==> src/rtl/decode_code_stage.sv <==
`default_nettype none
// ============================================================================
//  Module   : decode_code_stage
//  Purpose  : Decode-side pipeline stage. Classifies each fetched instruction
//             by its major opcode into a one-hot class code and holds the
//             classified entry in a two-entry skid buffer (main + skid).
//             This keeps in_ready purely registered. Also keeps a saturating
//             count of illegal entries handed downstream.
//  Revision : 1.0 - initial release
// ----------------------------------------------------------------------------
//  Ports
//    clk           in   1   rising-edge clock
//    reset         in   1   synchronous active-high reset
//    flush         in   1   discard all buffered entries and the offered one
//    in_valid      in   1   upstream entry valid
//    in_ready      out  1   stage can accept (registered, = !skid_valid)
//    in_instr      in  32   fetched instruction word
//    in_pc         in  32   address of in_instr
//    out_valid     out  1   entry available downstream
//    out_ready     in   1   downstream accepts the entry
//    out_instr     out 32   registered instruction
//    out_pc        out 32   registered pc
//    out_code      out 10   one-hot instruction class
//    out_illegal   out  1   opcode matched no class
//    illegal_count out  8   saturating count of illegal entries consumed
// ============================================================================
module decode_code_stage (
  input  logic        clk,
  input  logic        reset,
  input  logic        flush,
  input  logic        in_valid,
  output logic        in_ready,
  input  logic [31:0] in_instr,
  input  logic [31:0] in_pc,
  output logic        out_valid,
  input  logic        out_ready,
  output logic [31:0] out_instr,
  output logic [31:0] out_pc,
  output logic [9:0]  out_code,
  output logic        out_illegal,
  output logic [7:0]  illegal_count
);

  // Major opcodes, one per class bit
  localparam logic [6:0] OP_JAL    = 7'b1101111;
  localparam logic [6:0] OP_JALR   = 7'b1100111;
  localparam logic [6:0] OP_LUI    = 7'b0110111;
  localparam logic [6:0] OP_AUIPC  = 7'b0010111;
  localparam logic [6:0] OP_BRANCH = 7'b1100011;
  localparam logic [6:0] OP_REG    = 7'b0110011;
  localparam logic [6:0] OP_STORE  = 7'b0100011;
  localparam logic [6:0] OP_IMM    = 7'b0010011;
  localparam logic [6:0] OP_LOAD   = 7'b0000011;
  localparam logic [6:0] OP_SYSTEM = 7'b1110011;

  localparam logic [7:0] COUNT_MAX = 8'hFF;

  // --------------------------------------------------------------------------
  // Buffer registers
  // --------------------------------------------------------------------------
  logic        main_valid;
  logic [31:0] main_instr;
  logic [31:0] main_pc;
  logic [9:0]  main_code;
  logic        main_illegal;

  logic        skid_valid;
  logic [31:0] skid_instr;
  logic [31:0] skid_pc;
  logic [9:0]  skid_code;
  logic        skid_illegal;

  logic [7:0]  count;

  // --------------------------------------------------------------------------
  // Capture-time classification of the offered instruction
  // --------------------------------------------------------------------------
  logic [9:0] cap_code;
  logic       cap_illegal;

  always_comb begin
    cap_code = 10'b0;
    case (in_instr[6:0])
      OP_JAL:    cap_code = 10'b00_0000_0001;
      OP_JALR:   cap_code = 10'b00_0000_0010;
      OP_LUI:    cap_code = 10'b00_0000_0100;
      OP_AUIPC:  cap_code = 10'b00_0000_1000;
      OP_BRANCH: cap_code = 10'b00_0001_0000;
      OP_REG:    cap_code = 10'b00_0010_0000;
      OP_STORE:  cap_code = 10'b00_0100_0000;
      OP_IMM:    cap_code = 10'b00_1000_0000;
      OP_LOAD:   cap_code = 10'b01_0000_0000;
      OP_SYSTEM: cap_code = 10'b10_0000_0000;
      default:   cap_code = 10'b0;
    endcase
    cap_illegal = (cap_code == 10'b0);
  end

  // --------------------------------------------------------------------------
  // Handshake decode
  // --------------------------------------------------------------------------
  logic accept;
  logic consume;
  logic load_main_from_in;
  logic load_main_from_skid;
  logic load_skid;

  always_comb begin
    accept  = in_valid & in_ready;
    consume = main_valid & out_ready;
    // Skid drains into main whenever main is taken; accept cannot coincide
    // because in_ready is low while skid holds an entry.
    load_main_from_skid = skid_valid & consume;
    // accept implies skid is empty, so only main's state matters here.
    load_main_from_in   = accept & (~main_valid | consume);
    load_skid           = accept & main_valid & ~consume;
  end

  // --------------------------------------------------------------------------
  // Main (output) register
  // --------------------------------------------------------------------------
  always_ff @(posedge clk) begin
    if (reset) begin
      main_valid   <= 1'b0;
      main_instr   <= 32'b0;
      main_pc      <= 32'b0;
      main_code    <= 10'b0;
      main_illegal <= 1'b0;
    end else if (flush) begin
      main_valid <= 1'b0;
    end else if (load_main_from_skid) begin
      main_valid   <= 1'b1;
      main_instr   <= skid_instr;
      main_pc      <= skid_pc;
      main_code    <= skid_code;
      main_illegal <= skid_illegal;
    end else if (load_main_from_in) begin
      main_valid   <= 1'b1;
      main_instr   <= in_instr;
      main_pc      <= in_pc;
      main_code    <= cap_code;
      main_illegal <= cap_illegal;
    end else if (consume) begin
      main_valid <= 1'b0;
    end
  end

  // --------------------------------------------------------------------------
  // Skid register
  // --------------------------------------------------------------------------
  always_ff @(posedge clk) begin
    if (reset) begin
      skid_valid   <= 1'b0;
      skid_instr   <= 32'b0;
      skid_pc      <= 32'b0;
      skid_code    <= 10'b0;
      skid_illegal <= 1'b0;
    end else if (flush) begin
      skid_valid <= 1'b0;
    end else if (load_main_from_skid) begin
      skid_valid <= 1'b0;
    end else if (load_skid) begin
      skid_valid   <= 1'b1;
      skid_instr   <= in_instr;
      skid_pc      <= in_pc;
      skid_code    <= cap_code;
      skid_illegal <= cap_illegal;
    end
  end

  // --------------------------------------------------------------------------
  // Illegal-entry counter; a flush cycle leaves it untouched.
  // --------------------------------------------------------------------------
  always_ff @(posedge clk) begin
    if (reset) begin
      count <= 8'b0;
    end else if (!flush && consume && main_illegal && (count != COUNT_MAX)) begin
      count <= count + 8'd1;
    end
  end

  // --------------------------------------------------------------------------
  // Outputs: all come straight from registers
  // --------------------------------------------------------------------------
  assign in_ready      = ~skid_valid;
  assign out_valid     = main_valid;
  assign out_instr     = main_instr;
  assign out_pc        = main_pc;
  assign out_code      = main_code;
  assign out_illegal   = main_illegal;
  assign illegal_count = count;

endmodule
`default_nettype wire

==> config.mk <==
export PLATFORM = sky130hd
export DESIGN_NAME = decode_code_stage
export DESIGN_NICKNAME = d
export VERILOG_FILES = /design/src/rtl/decode_code_stage.sv
export SDC_FILE = /design/constraint.sdc
export NUM_CORES = 1
export LEC_CHECK = 0
export ABC_AREA = 1
export CAP_MARGIN = 25
export CORE_MARGIN = 10
export CORE_UTILIZATION = 40
export DETAILED_ROUTE_END_ITERATION = 10
export PLACE_DENSITY = 0.63
export SLEW_MARGIN = 20
export SYNTH_ARGS = -nofsm -noshare
export SYNTH_HDL_FRONTEND = slang
export SYNTH_SLANG_ARGS = --single-unit
==> constraint.sdc <==
create_clock -name clk -period 2.5 [get_ports clk]
set_input_delay 0.5 -clock clk [delete_from_list [all_inputs] [get_ports clk]]
set_output_delay 0.5 -clock clk [all_outputs]
set_load 0.02 [all_outputs]
==> flow_summary.json, run 1 <==
{
  "grtUsageTotal_pct": 14.90,
  "placementRows": 47,
  "cp_num_buf_inv": 1,
  "ys_types": 28,
  "cts-resized-gates": 0,
  "synth_area_um2": 6718,
  "clk_pin_slew_worst_paths_ps": 60,
  "wl_met1_mm": 8.020,
  "antenna_found_initial": 0,
  "dr_wl_met2_mm": 7.553,
  "path_delay_family": "buffers and inverters",
  "clk_latency_ps": 410,
  "path_max_fanout": 6,
  "worstPathRequired_ps": 2000,
  "drt-total-wl_mm": 16.89,
  "grt_pass1_wl_mm": 27.41,
  "reg2reg_depth": 8,
  "rrSetupSlack_ps": 920,
  "viasPerCell": 4.861,
  "synth-seq-area-share_pct": 47.68,
  "start_util_pct": 40.65,
  "status": "complete, no violations",
  "hold_start": "skid_pc[26]",
  "postRouteAntennaNets": 0,
  "slew-limit-headroom_pct": 72.02,
  "total_leakage_power_nw": 3.205,
  "hold_path_end": "skid_pc[26]",
  "synthSimpleGateAreaFrac_pct": 10.56,
  "place.gp.congestion": 0.8106,
  "tns_ps": 0,
  "ys_ff_latch": 160,
  "finalSetupViolations": 0,
  "overflow": 0,
  "die-width_um": 149.6,
  "cts.sinks": 160,
  "n_fill_cell": 1596,
  "clk_path_buf_depth": 2,
  "yosysWarnings": 0,
  "min_path_cells": 2,
  "rsz0062_at_grt": "no",
  "dr_wl_met3_mm": 1.058,
  "cts_buffers": 17,
  "vias": 5824,
  "fin_util_pct": 54.24,
  "drt-initial-drc-count": 225,
  "worst_ir_drop_vdd_mv": 0.4904,
  "tightest_slew_ps": 419.6,
  "fmax_ghz": 0.4979,
  "diodes": 0,
  "finalCriticalPeriod_ps": 2009,
  "regToRegEndpoint": "illegal_count[5]",
  "period_share_pct": 80.34,
  "end_kind": "output pin",
  "synth_top_family_by_area": "compound AO/OA/AOI/OAI gates",
  "ctsHoldBuffers": 0,
  "synthAdderAreaFrac_pct": 0.1863,
  "synth_xor_area_share_pct": 0.7823,
  "syn_to_final_growth_pct": 33.41,
  "hpwlAfterDp_mm": 11.42,
  "num_io_pins": 154,
  "start_kind": "flop",
  "synth_mux_area_share_pct": 0,
  "cts_tree": "built",
  "crit_cells": 1,
  "top_layer_used": "met4",
  "cp_slowest_cell": "clkdlybuf4s50_1",
  "dr.pass1.iters": 4,
  "htreeDepth": 4,
  "clock_skew_ps": 4.753,
  "syn_nets": 915,
  "syn_inst": 845,
  "core_area_um2": 16520,
  "slew_viol_final": 0,
  "grt_pass1_vias": 5432,
  "reg2reg_from": "illegal_count[1]",
  "critPathMaxStageDelay_ps": 650,
  "critPathArrivalTime_ps": 1510,
  "power_density_nw_per_um2": 672.7,
  "cts_root_buf": "clkbuf_16",
  "hp-class": "reg -> reg",
  "drc_errors": 0,
  "grt_max_degree": 76,
  "cp_cell_sequence": "clkdlybuf4s50_1",
  "postCtsSetupBuffers": 0,
  "synth-compound-area-share_pct": 30.45,
  "syn_area_per_cell_um2": 7.950,
  "drive_above_1_share_pct": 12.37,
  "die_area_um2": 22380,
  "dieHeight_um": 149.6,
  "port_buffers": 153,
  "wl_per_cell_um": 14.10,
  "crit_type": "reg -> out",
  "fin_nets": 1037,
  "cap_viol_max_count": 0,
  "hold_violations": 0
}
==> area by class of cell <==
cell class              instances  area [um^2]  share of cell area (%)
flip-flops and latches        160         3203                   35.74
multi-input cells             541         2833                   31.61
inverters                      80        300.3                   3.351
clock inverters                 4        97.59                   1.089
well taps                     220        275.3                   3.071
clock buffers                  26        519.2                   5.794
repair buffers                167         1734                   19.35
==> cells in the mapped netlist <==
library cell	number	area share [%]
nor2_1	23	1.3
inv_2	4	0.22
a21oi_2	37	4.8
nor2_2	1	0.093
xnor2_1	2	0.26
buf_2	23	1.7
nor4_1	1	0.093
nand3_1	14	1.0
a31oi_1	4	0.37
buf_1	4	0.22
inv_1	76	4.2
a21oi_1	184	14
o21ai_0	93	6.9
buf_4	2	0.22
nor3_1	1	0.074
dfxtp_1	160	48
clkbuf_1	24	1.3
nor2_4	1	0.17
buf_12	4	1.2
nor3b_1	1	0.11
nand2_4	1	0.17
nand2_1	77	4.3
nand2_2	33	3.1
nand3_2	1	0.15
xor2_1	4	0.52
ha_1	1	0.19
buf_6	7	1.2
o21ai_1	62	4.6
==> per-stage QoR <==
step                      cells  hold slack [ps]  setup slack, ps  cell area [um^2]  power [mW]
after floorplan             845            424.5            964.6              6718       3.084
after global placement     1168            434.2            435.7              8346       3.387
after detailed placement   1168            441.2            410.2              8346       3.389
after CTS                  1198            450.1            463.2              8962       6.104
after global routing       1198            464.2            451.2              8962       6.260
final                      1198            448.8            491.5              8962       6.029
==> power by group <==
part	switching [mW]	total [mW]	leakage (nW)	internal, mW
Clock	0.979	2.70	0.299	1.72
Combinational	0.346	0.656	1.61	0.310
Sequential	0.0400	2.67	1.30	2.63
==> layer usage <==
metal / up-vias / GRT usage (%)
met1: 2615 / 19.08
met2: 112 / 23.03
met5: - / 0
li1: 3081 / -
met3: 16 / 5.042
met4: 0 / 4.907
==> layout by cell type (no fill, tap or decap), drive strengths merged <==
cell type | netlist | layout
o21ai | 155 | 155
clkbuf | 24 | 26
a21oi | 221 | 221
nor3b | 1 | 1
nor4 | 1 | 1
a31oi | 4 | 4
bufinv | 0 | 3
clkdlybuf4s50 | 0 | 152
ha | 1 | 1
nand3 | 15 | 15
inv | 80 | 80
dfxtp | 160 | 160
nand2 | 111 | 111
nor2 | 25 | 25
xor2 | 4 | 4
nor3 | 1 | 1
buf | 40 | 15
clkinvlp | 0 | 1
xnor2 | 2 | 2
==> registers in the layout, summed over array words and instances (netlist names), 8 cells and up <==
signal	flops
out_instr	32
out_pc	32
skid_instr	32
skid_pc	32
out_code	10
skid_code	10
illegal_count	8
==> worst max-delay path by stage <==
stage	startpoint	to	slack, ps
after floorplan	illegal_count[1]	illegal_count[5]	960
after global placement	out_ready	out_code[7]	440
after CTS	illegal_count[2]	illegal_count[2]	460
final	illegal_count[2]	illegal_count[2]	490
after detailed placement	out_ready	out_pc[24]	410
after global routing	illegal_count[2]	illegal_count[2]	450
==> cells by family (layout without fill, tap and decap cells) <==
family                   after synthesis  in the layout
buffers and inverters                144            277
AO/OA/AOI/OAI                        380            380
AND/OR/NAND/NOR                      154            154
XOR/XNOR                               6              6
flip-flops                           160            160
adder cells (fa/ha/maj)                1              1
Note: power is estimated with default switching activity, not from simulation.
==> run 2, diff against run 1 <==
- PLACE_DENSITY: 0.63 -> 0.66
- clock period: 2.5 -> 1.7 ns (I/O delays scaled with it)
==> flow_summary.json, run 2 (same netlist as run 1, synthesis figures left out) <==
{
  "clk_latency_ps": 410,
  "place.gp.congestion": 0.8087,
  "grt_pass1_vias": 5687,
  "multi_input_area_um2": 2833,
  "overflow": 0,
  "dieHeight_um": 149.6,
  "hold_ws_ps": 447.9,
  "total_leakage_power_nw": 3.817,
  "critPathArrivalTime_ps": 1200,
  "end_kind": "output pin",
  "min_path_cells": 2,
  "core_area_um2": 16520,
  "seqCellArea_um2": 3203,
  "slew_viol_final": 0,
  "final_cell_mix": "a21oi_1, dfxtp_1, o21ai_0",
  "clock_skew_ps": 7.504,
  "clk_pin_slew_worst_paths_ps": 60,
  "finalCriticalPeriod_ps": 1540,
  "wl_per_cell_um": 13.75,
  "placed_area_um2": 8816,
  "rsz0062_at_grt": "no",
  "die_area_um2": 22380,
  "worst_ir_drop_vdd_mv": 0.6801,
  "postCtsSetupBuffers": 0,
  "crit_type": "reg -> out",
  "worstPathRequired_ps": 1360,
  "fin_nets": 1088,
  "die-width_um": 149.6,
  "tns_ps": 0,
  "slew-limit-headroom_pct": 73.45,
  "hpwlAfterDp_mm": 12.04,
  "port_buffers": 153,
  "ctsHoldBuffers": 0,
  "drc_errors": 0,
  "vias": 6004,
  "drive_above_1_share_pct": 16.52,
  "grt_pass1_wl_mm": 28.20,
  "dp_cells": 1219,
  "cts_root_buf": "clkbuf_16",
  "dr.pass1.iters": 4,
  "grtUsageTotal_pct": 15.26,
  "hp-class": "reg -> reg",
  "drt-total-wl_mm": 17.18,
  "fin_area_um2": 9291,
  "power_density_nw_per_um2": 934.4,
  "tightest_slew_ps": 398.2,
  "n_fill_cell": 1551,
  "cts_buffers": 17,
  "viasPerCell": 4.803,
  "placementRows": 47,
  "htreeDepth": 4,
  "path_max_fanout": 3,
  "cap_viol_max_count": 0,
  "period_share_pct": 90.57,
  "fmax_ghz": 0.6495,
  "start_util_pct": 40.65,
  "hold_violations": 0,
  "postRouteAntennaNets": 0,
  "drt-initial-drc-count": 241,
  "cts_tree": "built",
  "fin_cells": 1250,
  "reg2reg_depth": 8,
  "status": "complete, no violations",
  "finalSetupViolations": 0,
  "clk_path_buf_depth": 2,
  "num_io_pins": 154,
  "grt_max_degree": 73,
  "final_common_cell": "a21oi_1",
  "cts.sinks": 160,
  "antenna_found_initial": 1,
  "start_kind": "flop",
  "syn_to_final_growth_pct": 38.31
}
## run 2: cell types whose count changed in the layout (fill, tap and decap cells not counted)
cell and change:
buf_12 +7, buf_4 +44, clkbuf_1 +2, clkbuf_8 -4
clkdlybuf4s50_1 -85, clkinv_2 +2, diode_2 +1, dlygate4sd2_1 +85
## run 2: repair_timing
action                     in CTS  in global routing
setup endpoints to repair      85                  0
gates resized for setup        85                  0
hold endpoints to repair        0                  0
## run 2: final timing paths
check	from	to	slack (ps)
worst min-delay path	skid_code[1]	skid_code[1]	450
worst max register to register	illegal_count[1]	illegal_count[7]	250
worst max-delay path	skid_valid	in_ready	160
worst min register to register	skid_code[1]	skid_code[1]	450
## run 2: per-layer routing
layer,wire length [um],GRT usage (%)
met5,0,0
met4,144,3.729
met3,1298,6.250
met2,7717,24.07
met1,8022,18.97
## run 2: area by class of cell
class,count,share of cell area [%]
sequential,160,34.47
multi-input combinational,541,30.49
timing repair buffer,218,22.58
clock buffer,24,5.077
inverter,80,3.232
tap,220,2.963
clock inverter,6,1.158
antenna,1,0.02693
## run 2: critical path: stages, from the launching register on
cell,delay (ps)
dfxtp_1,330
inv_2,110
dlygate4sd2_1,350
## run 2: power breakdown
| group | internal, mW | total (mW) | switching, mW |
|---|---|---|---|
| registers | 3.87 | 3.93 | 0.0585 |
| logic | 0.442 | 0.959 | 0.517 |
| clock network | 2.37 | 3.79 | 1.42 |
| total | 6.68 | 8.68 | 2.00 |
## run 2: per-stage QoR
step | worst slack (ps) | power [mW] | utilization (%)
2_1_floorplan | 164.6 | 4.535 | -
3_3_place_gp | -158.5 | 5.037 | 53.35
3_5_place_dp | -141.2 | 5.044 | 53.35
4_1_cts | 133.7 | 8.782 | 56.21
5_1_grt | 47.73 | 9.067 | 56.21
6_report | 160.3 | 8.682 | 56.23
